==> config.mk <==
export PLATFORM = sky130hd
export DESIGN_NAME = hog_hist_accum
export DESIGN_NICKNAME = d
export VERILOG_FILES = /design/src/rtl/hog_hist_pkg.sv /design/src/rtl/hog_hist_sat_add.sv /design/src/rtl/hog_hist_accum.sv
export SDC_FILE = /design/constraint.sdc
export NUM_CORES = 1
export LEC_CHECK = 0
export CAP_MARGIN = 20
export CORE_MARGIN = 4
export CORE_UTILIZATION = 53
export DETAILED_ROUTE_END_ITERATION = 16
export GPL_ROUTABILITY_DRIVEN = 0
export PLACE_DENSITY = 0.92
export SLEW_MARGIN = 40
export SYNTH_ARGS = -nofsm -noshare
export SYNTH_HDL_FRONTEND = slang
export SYNTH_HIERARCHICAL = 1
export SYNTH_SLANG_ARGS = --single-unit
==> constraint.sdc <==
create_clock -name clk -period 5.68 [get_ports clk]
set_input_delay 1.704 -clock clk [delete_from_list [all_inputs] [get_ports clk]]
set_output_delay 1.704 -clock clk [all_outputs]
set_load 0.1 [all_outputs]
==> src/rtl/hog_hist_pkg.sv <==
`timescale 1ns/1ps
`default_nettype none
// ============================================================================
// Module  : hog_hist_pkg
// Purpose : Shared types and constants for the HOG cell-histogram accumulator.
//           Holds the accumulator state encoding, the default bin/pixel
//           counts and the saturating adder used when HOG_HIST_SAT_EN is set.
// Rev     : 1.0  initial release
// ============================================================================
package hog_hist_pkg;

    typedef enum logic [2:0] {
        ST_CLEAR = 3'd0,
        ST_RD    = 3'd1,
        ST_WR    = 3'd2,
        ST_DONE  = 3'd3,
        ST_WAIT  = 3'd4
    } state_t;

    localparam int C_NBIN_DEFAULT         = 9;
    localparam int C_PIX_PER_CELL_DEFAULT = 64;

    // Adds two unsigned operands and clamps the result to width bits
    // (all-ones on overflow). Operands are expected to be < 2**width.
    function automatic logic [31:0] f_sat_add(input logic [31:0] a,
                                              input logic [31:0] b,
                                              input int unsigned width);
        logic [32:0] sum;
        logic [32:0] max;
        sum = {1'b0, a} + {1'b0, b};
        max = (33'd1 << width) - 33'd1;
        return (sum > max) ? max[31:0] : sum[31:0];
    endfunction

endpackage
`default_nettype wire

==> src/rtl/hog_hist_sat_add.sv <==
`timescale 1ns/1ps
`default_nettype none
// ============================================================================
// Module  : hog_hist_sat_add
// Purpose : Combinational bin update adder: accumulator + zero-extended
//           magnitude, formed DATA_W+1 bits wide.
//           HOG_HIST_SAT_EN defined  : result clamps at 2**DATA_W-1.
//           HOG_HIST_SAT_EN undefined: result wraps modulo 2**DATA_W.
// Ports   : i_acc  [DATA_W-1:0]  current bin value (RAM read data)
//           i_mag  [MAG_W-1:0]   sample magnitude
//           o_sum  [DATA_W-1:0]  updated bin value
// Rev     : 1.0  initial release
// ============================================================================
module hog_hist_sat_add
    import hog_hist_pkg::*;
#(
    parameter int DATA_W = 12,
    parameter int MAG_W  = 8
) (
    input  logic [DATA_W-1:0] i_acc,
    input  logic [MAG_W-1:0]  i_mag,
    output logic [DATA_W-1:0] o_sum
);

`ifdef HOG_HIST_SAT_EN
    assign o_sum = DATA_W'(f_sat_add(32'(i_acc), 32'(i_mag), DATA_W));
`else
    logic [DATA_W:0] w_sum;

    assign w_sum = {1'b0, i_acc} + (DATA_W+1)'(i_mag);
    // Carry is dropped: the bin wraps.
    assign o_sum = DATA_W'(w_sum);
`endif

endmodule
`default_nettype wire

==> src/rtl/hog_hist_accum.sv <==
`timescale 1ns/1ps
`default_nettype none
// ============================================================================
// Module  : hog_hist_accum
// Purpose : Builds one HOG cell histogram in an external dual-port bin RAM by
//           read-modify-write over port a (1-cycle registered read), flags
//           completion to the block-normalisation stage, waits for its
//           acknowledge, then zeroes the bins for the next cell.
//           Build option HOG_HIST_SAT_EN: saturating bin update (default wraps).
// Ports   : clk, rst_n                 clock, synchronous active-low reset
//           in_valid/in_ready          sample handshake
//           in_bin, in_mag             orientation bin and gradient magnitude
//           ram_addr/we/wdata, rdata   bin RAM port a
//           cell_done                  1-cycle pulse, histogram complete
//           hist_ack                   downstream finished reading bins
//           bin_err                    1-cycle pulse, sample bin >= NBIN
// Rev     : 1.0  initial release
// ============================================================================
module hog_hist_accum
    import hog_hist_pkg::*;
#(
    parameter int DATA_W       = 12,
    parameter int ADDR_W       = 5,
    parameter int MAG_W        = 8,
    parameter int NBIN         = C_NBIN_DEFAULT,
    parameter int PIX_PER_CELL = C_PIX_PER_CELL_DEFAULT
) (
    input  logic              clk,
    input  logic              rst_n,
    input  logic              in_valid,
    output logic              in_ready,
    input  logic [ADDR_W-1:0] in_bin,
    input  logic [MAG_W-1:0]  in_mag,
    output logic [ADDR_W-1:0] ram_addr,
    output logic              ram_we,
    output logic [DATA_W-1:0] ram_wdata,
    input  logic [DATA_W-1:0] ram_rdata,
    output logic              cell_done,
    input  logic              hist_ack,
    output logic              bin_err
);

    localparam int                c_cnt_w     = $clog2(PIX_PER_CELL + 1);
    localparam logic [ADDR_W:0]   c_nbin      = (ADDR_W+1)'(NBIN);
    localparam logic [ADDR_W-1:0] c_last_addr = ADDR_W'(NBIN - 1);
    localparam logic [c_cnt_w-1:0] c_cnt_last = c_cnt_w'(PIX_PER_CELL - 1);

    state_t              r_state;
    logic [ADDR_W-1:0]   r_addr;    // clear pointer in CLEAR, latched bin in WR
    logic [MAG_W-1:0]    r_mag;
    logic                r_bin_ok;  // latched bin is inside the histogram
    logic [c_cnt_w-1:0]  r_cnt;

    logic                w_in_rd;
    logic                w_in_wr;
    logic [DATA_W-1:0]   w_sum;

    hog_hist_sat_add #(
        .DATA_W (DATA_W),
        .MAG_W  (MAG_W)
    ) u_sat_add (
        .i_acc  (ram_rdata),
        .i_mag  (r_mag),
        .o_sum  (w_sum)
    );

    always_ff @(posedge clk) begin
        if (!rst_n) begin
            r_state  <= ST_CLEAR;
            r_addr   <= '0;
            r_mag    <= '0;
            r_bin_ok <= 1'b0;
            r_cnt    <= '0;
        end else begin
            case (r_state)
                ST_CLEAR: begin
                    if (r_addr == c_last_addr) begin
                        r_state <= ST_RD;
                        r_cnt   <= '0;
                    end else begin
                        r_addr <= r_addr + ADDR_W'(1);
                    end
                end
                ST_RD: begin
                    if (in_valid) begin
                        r_addr   <= in_bin;
                        r_mag    <= in_mag;
                        r_bin_ok <= ({1'b0, in_bin} < c_nbin);
                        r_state  <= ST_WR;
                    end
                end
                ST_WR: begin
                    // Out-of-range samples still count toward the cell.
                    r_cnt   <= r_cnt + c_cnt_w'(1);
                    r_state <= (r_cnt == c_cnt_last) ? ST_DONE : ST_RD;
                end
                ST_DONE: begin
                    r_addr  <= '0;
                    r_state <= hist_ack ? ST_CLEAR : ST_WAIT;
                end
                ST_WAIT: begin
                    r_addr <= '0;
                    if (hist_ack) begin
                        r_state <= ST_CLEAR;
                    end
                end
                default: begin
                    r_state <= ST_CLEAR;
                    r_addr  <= '0;
                end
            endcase
        end
    end

    assign w_in_rd = (r_state == ST_RD);
    assign w_in_wr = (r_state == ST_WR);

    // Outputs are decoded from registered state. They are also gated by
    // rst_n so that a write pending when reset arrives never reaches the
    // RAM, and everything reads zero while reset is held.
    // In RD the address comes straight from in_bin so the read data is
    // ready for the update in the following WR cycle.
    assign in_ready  = rst_n & w_in_rd;
    assign ram_addr  = !rst_n ? '0 : (w_in_rd ? in_bin : r_addr);
    assign ram_we    = rst_n & ((r_state == ST_CLEAR) | (w_in_wr & r_bin_ok));
    assign ram_wdata = (rst_n & w_in_wr & r_bin_ok) ? w_sum : '0;
    assign cell_done = rst_n & (r_state == ST_DONE);
    assign bin_err   = rst_n & w_in_wr & ~r_bin_ok;

endmodule
`default_nettype wire

# Word level (Yosys, flattened, before mapping)
# Index checks and enable logic that the tools add are counted.
[word_totals]
reg_bits = 24
out_inout_bits = 21
[op_classes]
n_addsub = 3
magnitude_cmp = 1
eq_ne = 10
muxes = 14
bitwise = 10
reduce_logical = 6
[ops]
columns = ["cell", "n"]
rows = [
  ["$mux W5", 4],
  ["$pmux W3 S5", 1],
  ["$pmux W5 S3", 1],
  ["$pmux W7 S2", 1],
  ["$add A12 B8 Y12", 1],
  ["$mux W12", 1],
  ["$mux W3", 4],
  ["$ne A2 B2 Y1 const B", 4],
  ["$add A7 B1 Y7 const B", 1],
  ["$and A1 B1 Y1", 7],
  ["$eq A7 B6 Y1 const B", 1],
  ["$mux W7", 1],
  ["$eq A3 B2 Y1 const B", 2],
  ["$reduce_and A3 Y1", 2],
  ["$add A5 B1 Y5 const B", 1],
  ["$eq A5 B4 Y1 const B", 1],
  ["$lt A5 B4 Y1 const B", 1],
  ["$reduce_and A2 Y1", 2],
  ["$eq A3 B1 Y1 const B", 1],
  ["$eq A3 B3 Y1 const B", 1],
  ["$logic_not A3 Y1", 1],
  ["$mux W2", 1],
  ["$not A1 Y1", 2],
  ["$reduce_bool A2 Y1", 1],
  ["$or A1 B1 Y1", 1],
]

# Depth between registers and ports, before layout
[logic_depth]
word_depth = 4
mapped_depth = 7
mapped_depth_nobuf = 7

# Hierarchy
# Netlist, hierarchy kept.
[by_module_without_submodules]
columns = ["mod", "n_inst", "cells_each", "area_each_um2", "seq_area_each_um2"]
rows = [
  ["hog_hist_accum", 1, 173, 1416.4, 480.5],
  ["hog_hist_sat_add", 1, 69, 516.7, 0.0],
]

# Least setup slack after synthesis
# Ideal clock, no wire load.
[synth_path]
path_kind = "input-to-output"
start = "input port rst_n"
end = "output port cell_done"
arrival_time_ns = 4.342
required_ns = 3.976
slack_ns = -0.366
cell_stages = 4
path_buffers = 2
cell_sequence = "buf_2 > clkinv_1 > clkbuf_1 > nor3_1"
[synth_between]
elab_chain_len = 1
[synth_lines]
columns = ["element", "line", "text"]
rows = [
  ["start, declared", "hog_hist_accum.sv:29", "input logic rst_n,"],
  ["$and A1 B1 Y1", "hog_hist_accum.sv:127", "assign cell_done = rst_n & (r_state == ST_DONE);"],
  ["end, declared", "hog_hist_accum.sv:38", "output logic cell_done,"],
]
# No other way between the ends.

# Worst setup path after layout
[layout_path]
start = "input port ram_rdata[1]"
end = "output port ram_wdata[8]"
[layout_between]
elab_chain_len = 2
[layout_lines]
columns = ["element", "line", "text"]
rows = [
  ["start, declared", "hog_hist_accum.sv:37", "input logic [DATA_W-1:0] ram_rdata,"],
  ["$add A12 B8 Y12", "hog_hist_sat_add.sv:30", "assign w_sum = {1'b0, i_acc} + (DATA_W+1)'(i_mag);"],
  ["via w_sum[8]", "hog_hist_accum.sv:56", "logic [DATA_W-1:0] w_sum;"],
  ["$mux W12", "hog_hist_accum.sv:126", "assign ram_wdata = (rst_n & w_in_wr & r_bin_ok) ? w_sum : '0;"],
  ["end, declared", "hog_hist_accum.sv:36", "output logic [DATA_W-1:0] ram_wdata,"],
]
# The timed path passes the listed nets, and every way through them passes these cells.

==> PnR_summary.wiki <==
{| class="wikitable"
! Metric !! Value
|-
| Slew margin rel. || 60.7%
|-
| Most common cell in the synthesized netlist || sky130_fd_sc_hd__nand2_1
|-
| Standby leakage power || 1.04 nW
|-
| Main combinational cell family by area after synthesis || simple AND/OR/NAND/NOR gates
|-
| Fraction of layout cells with a size suffix above 1 || 18.1%
|-
| Sinks on Clock Net || 24
|-
| Die X || 68.4 µm
|-
| Leading register cell type out of synthesis || sky130_fd_sc_hd__dfxtp_1
|-
| Worst reg-to-reg path cell count || 4
|-
| Synthesized-area fraction occupied by ao, oa, aoi and oai cells || 26.0%
|-
| Clock-pin slew reported for the worst setup and hold paths after clock tree synthesis || 0.12 ns
|-
| Cell area after layout || 0.00269 mm²
|-
| Post-Synthesis Net Count || 283
|-
| Maximum achievable frequency || 182 MHz
|-
| Overall fraction of global-route tracks in use || 22.6%
|-
| Hold Path Class || register to register
|-
| Sort of element at the end of the critical path || primary output
|-
| H-tree depth || 1
|-
| R2r endpoint || r_cnt[6]
|-
| WL final || 5030 µm
|-
| Clock skew after layout || 0.0111 ns
|-
| Antenna violations before repair || 0
|-
| Top cell type by total area after synthesis || sky130_fd_sc_hd__dfxtp_1
|-
| Minimum clock period || 5.51 ns
|-
| Post-synthesis sequential area ratio || 24.9%
|-
| Routed Antenna Nets || 0
|-
| Avg Synthesized Cell Area || 7.99 µm²
|-
| Final worst hold slack || 0.469 ns
|-
| Detailed-routing iteration count for the pre-antenna-repair pass || 4
|-
| Top cells by count, synth || sky130_fd_sc_hd__nand2_1, sky130_fd_sc_hd__a21oi_1, sky130_fd_sc_hd__dfxtp_1, sky130_fd_sc_hd__nor2_1, sky130_fd_sc_hd__and2_1
|-
| Via count of the first global-routing pass || 1,823
|-
| Period utilization || 96.9%
|-
| Main area contributors after synthesis || sky130_fd_sc_hd__dfxtp_1, sky130_fd_sc_hd__nand2_1, sky130_fd_sc_hd__ha_1
|-
| Maximum capacitance violations || 0
|-
| Total DRC errors in the routed layout || 0
|-
| Top Ports || 50
|-
| Synthesized-area fraction occupied by and/or/nand/nor cells || 31.9%
|-
| Cells after synthesis || 242
|-
| Post-synthesis share of cell area spent on xor and xnor gates || 3.62%
|-
| Number of nets in the finished design || 331
|-
| Source of the worst hold timing path || r_mag[5]
|-
| Fin. Hold Viols || 0
|-
| Worst Hold Endpoint || r_mag[5]
|-
| Worst Setup Path Type || primary input to primary output
|-
| # rows || 21
|-
| Setup repair after global routing missed its margin || false
|-
| Syn Std Cell Area || 0.00193 mm²
|-
| Top-area cell type share of the netlist area || 24.9%
|-
| Data required, critical path || 3.98 ns
|-
| Peak supply drop || 0.199 mV
|-
| Number of max-slew violations in the final report || 0
|-
| Vias/cell || 5.75
|-
| Number of antenna repair diodes || 0
|-
| Unique cell type count in the Yosys netlist || 60
|-
| Vertical extent of the die || 68.4 µm
|-
| Total overflow reported by the global router || 0
|-
| Initial core utilization || 56.6%
|-
| Number of setup violations in the final report || 0
|-
| Floorplan die area || 0.00468 mm²
|-
| Number of cells on the worst hold path || 2
|-
| Power density over the cells || 166 mW/mm²
|-
| Data arrival time of the worst path || 3.80 ns
|-
| Layout area overhead || 39.0%
|-
| Critical path launch point type || primary input
|-
| Placed Area || 0.00263 mm²
|-
| Origin of the critical flop-to-flop path || r_state[1]
|-
| Inserted Clock Buffers || 3
|-
| Slack of the worst reg-to-reg path || 3.69 ns
|-
| Core area || 0.00342 mm²
|-
| Number of enable flip-flop cells after synthesis || 0
|-
| Max Buffers Root-to-Sink || 2
|-
| Global-route wire length before repair || 8190 µm
|-
| Warnings, synthesis || 6
|-
| Final core utilization || 78.6%
|-
| Count of routing violations after the opening detailed-route iteration || 98
|-
| TritonCTS clock tree || yes
|-
| Per-cell routed wire length || 15.1 µm
|-
| Detail Placement HPWL || 3860 µm
|-
| Post-route total power || 0.447 mW
|-
| Multiplexer fraction of the synthesized cell area || 0%
|-
| Total of flip-flops plus latches after synthesis || 24
|-
| Count of input and output buffers || 49
|-
| Via Count || 1,921
|-
| Post-CTS Hold Buffers || 0
|-
| CP Max Fanout || 3
|-
| Clock latency of the later-clocked register in the worst-skew pair || 0.32 ns
|-
| Post-synthesis share of cell area spent on full adders, half adders and majority gates || 8.16%
|-
| Async S/R FF share, synth || 0%
|-
| Cell chosen for the clock root || sky130_fd_sc_hd__clkbuf_4
|-
| Worst-Margin Slew || 0.589 ns
|-
| Run status || complete, no violations
|-
| Pin count of the biggest net entering global routing || 15
|}
-- power by group --
group,switching (mW),total [mW],internal [mW]
logic,0.100,0.179,0.0794
registers,0.0150,0.193,0.178
clock network,0.0497,0.0746,0.0248
-- metal layers --
metal | GRT usage, % | vias up | part of all wire [%]
met1 | 28.3 | 909 | 44
met2 | 38.1 | 37 | 50
met5 | 0 | - | 0
met3 | 4.11 | 10 | 3.7
li1 | - | 965 | -
met4 | 8.68 | 0 | 1.9
-- cell usage in the layout, fill, tap and decap left out, types with 2 or more instances in the layout --
cell | netlist | routed
sky130_fd_sc_hd__a21oi_1 | 27 | 27
sky130_fd_sc_hd__nand4_1 | 4 | 4
sky130_fd_sc_hd__nand3_1 | 7 | 7
sky130_fd_sc_hd__inv_1 | 7 | 7
sky130_fd_sc_hd__a311oi_1 | 2 | 2
sky130_fd_sc_hd__nand2_1 | 38 | 38
sky130_fd_sc_hd__nor2_1 | 17 | 17
sky130_fd_sc_hd__a211oi_1 | 5 | 5
sky130_fd_sc_hd__ha_1 | 11 | 10
sky130_fd_sc_hd__o21a_1 | 3 | 3
sky130_fd_sc_hd__a211oi_4 | 1 | 2
sky130_fd_sc_hd__a21o_1 | 2 | 2
sky130_fd_sc_hd__nor3_2 | 2 | 3
sky130_fd_sc_hd__and3_1 | 4 | 4
sky130_fd_sc_hd__and2_1 | 12 | 11
sky130_fd_sc_hd__clkdlybuf4s50_1 | 0 | 27
sky130_fd_sc_hd__buf_12 | 0 | 20
sky130_fd_sc_hd__xnor2_1 | 7 | 7
sky130_fd_sc_hd__o21bai_1 | 2 | 2
sky130_fd_sc_hd__clkbuf_4 | 0 | 3
sky130_fd_sc_hd__nand2b_1 | 2 | 2
sky130_fd_sc_hd__nor2b_1 | 2 | 2
sky130_fd_sc_hd__a22oi_1 | 5 | 5
sky130_fd_sc_hd__buf_4 | 2 | 6
sky130_fd_sc_hd__o21ai_0 | 5 | 5
sky130_fd_sc_hd__nand4b_1 | 2 | 2
sky130_fd_sc_hd__a31oi_1 | 2 | 2
sky130_fd_sc_hd__o21ai_2 | 2 | 2
sky130_fd_sc_hd__dfxtp_1 | 24 | 24
sky130_fd_sc_hd__nor3b_4 | 2 | 2
sky130_fd_sc_hd__nor3_1 | 4 | 3
-- cell families (layout without fill, tap and decap cells) --
logic type / after synthesis / in the layout
adder cells (fa/ha/maj): 12 / 12
AO/OA/AOI/OAI: 71 / 71
XOR/XNOR: 8 / 8
flip-flops: 24 / 24
AND/OR/NAND/NOR: 108 / 108
buffers and inverters: 19 / 65
-- flip-flops by register name, indices dropped and copies added, names as in the netlist --
name and flops:
r_bin_ok 1, r_state 3, r_addr 5, r_cnt 7, r_mag 8
-- worst max path at each step --
stage,slack (ns),startpoint,cells after the start,end
floorplan,0.07,ram_rdata[0],7,ram_wdata[8]
global placement,0.002,ram_rdata[0],9,ram_wdata[8]
detailed placement,-0.04,ram_rdata[0],9,ram_wdata[8]
CTS,0.05,ram_rdata[0],9,ram_wdata[8]
global route,0.02,ram_rdata[3],8,ram_wdata[8]
finish,0.17,ram_rdata[1],8,ram_wdata[8]
-- what timing repair did --
action	4_1_cts	5_1_grt
buffers inserted	0	2
gates resized for setup	1	4
setup endpoints to repair	1	1
pin swaps	1	4
cloned	0	0
-- area by class of cell --
cell class	instances	area, µm²
multi-input combinational	199	1370
fill	240	729
timing repair buffer	54	728
sequential	24	480
tap	46	57.6
inverter	8	30.0
clock buffer	3	22.5
-- critical path: stages --
cell and delay, ns:
sky130_fd_sc_hd__clkdlybuf4s50_1 0.45, sky130_fd_sc_hd__fa_2 0.41, sky130_fd_sc_hd__a211oi_4 0.29, sky130_fd_sc_hd__o21ai_2 0.10, sky130_fd_sc_hd__a2111oi_2 0.36, sky130_fd_sc_hd__nand4b_1 0.17
sky130_fd_sc_hd__and2_4 0.16, sky130_fd_sc_hd__buf_12 0.16
-- per-stage QoR --
step,setup slack [ns],std cells,TNS (ns)
floorplan,0.0743,242,0
global placement,0.00230,329,0
detailed placement,-0.0418,329,-0.0418
CTS,0.0462,332,0
global route,0.0160,334,0
finish,0.174,334,0
No activity file was read; power rests on OpenSTA's default activity.
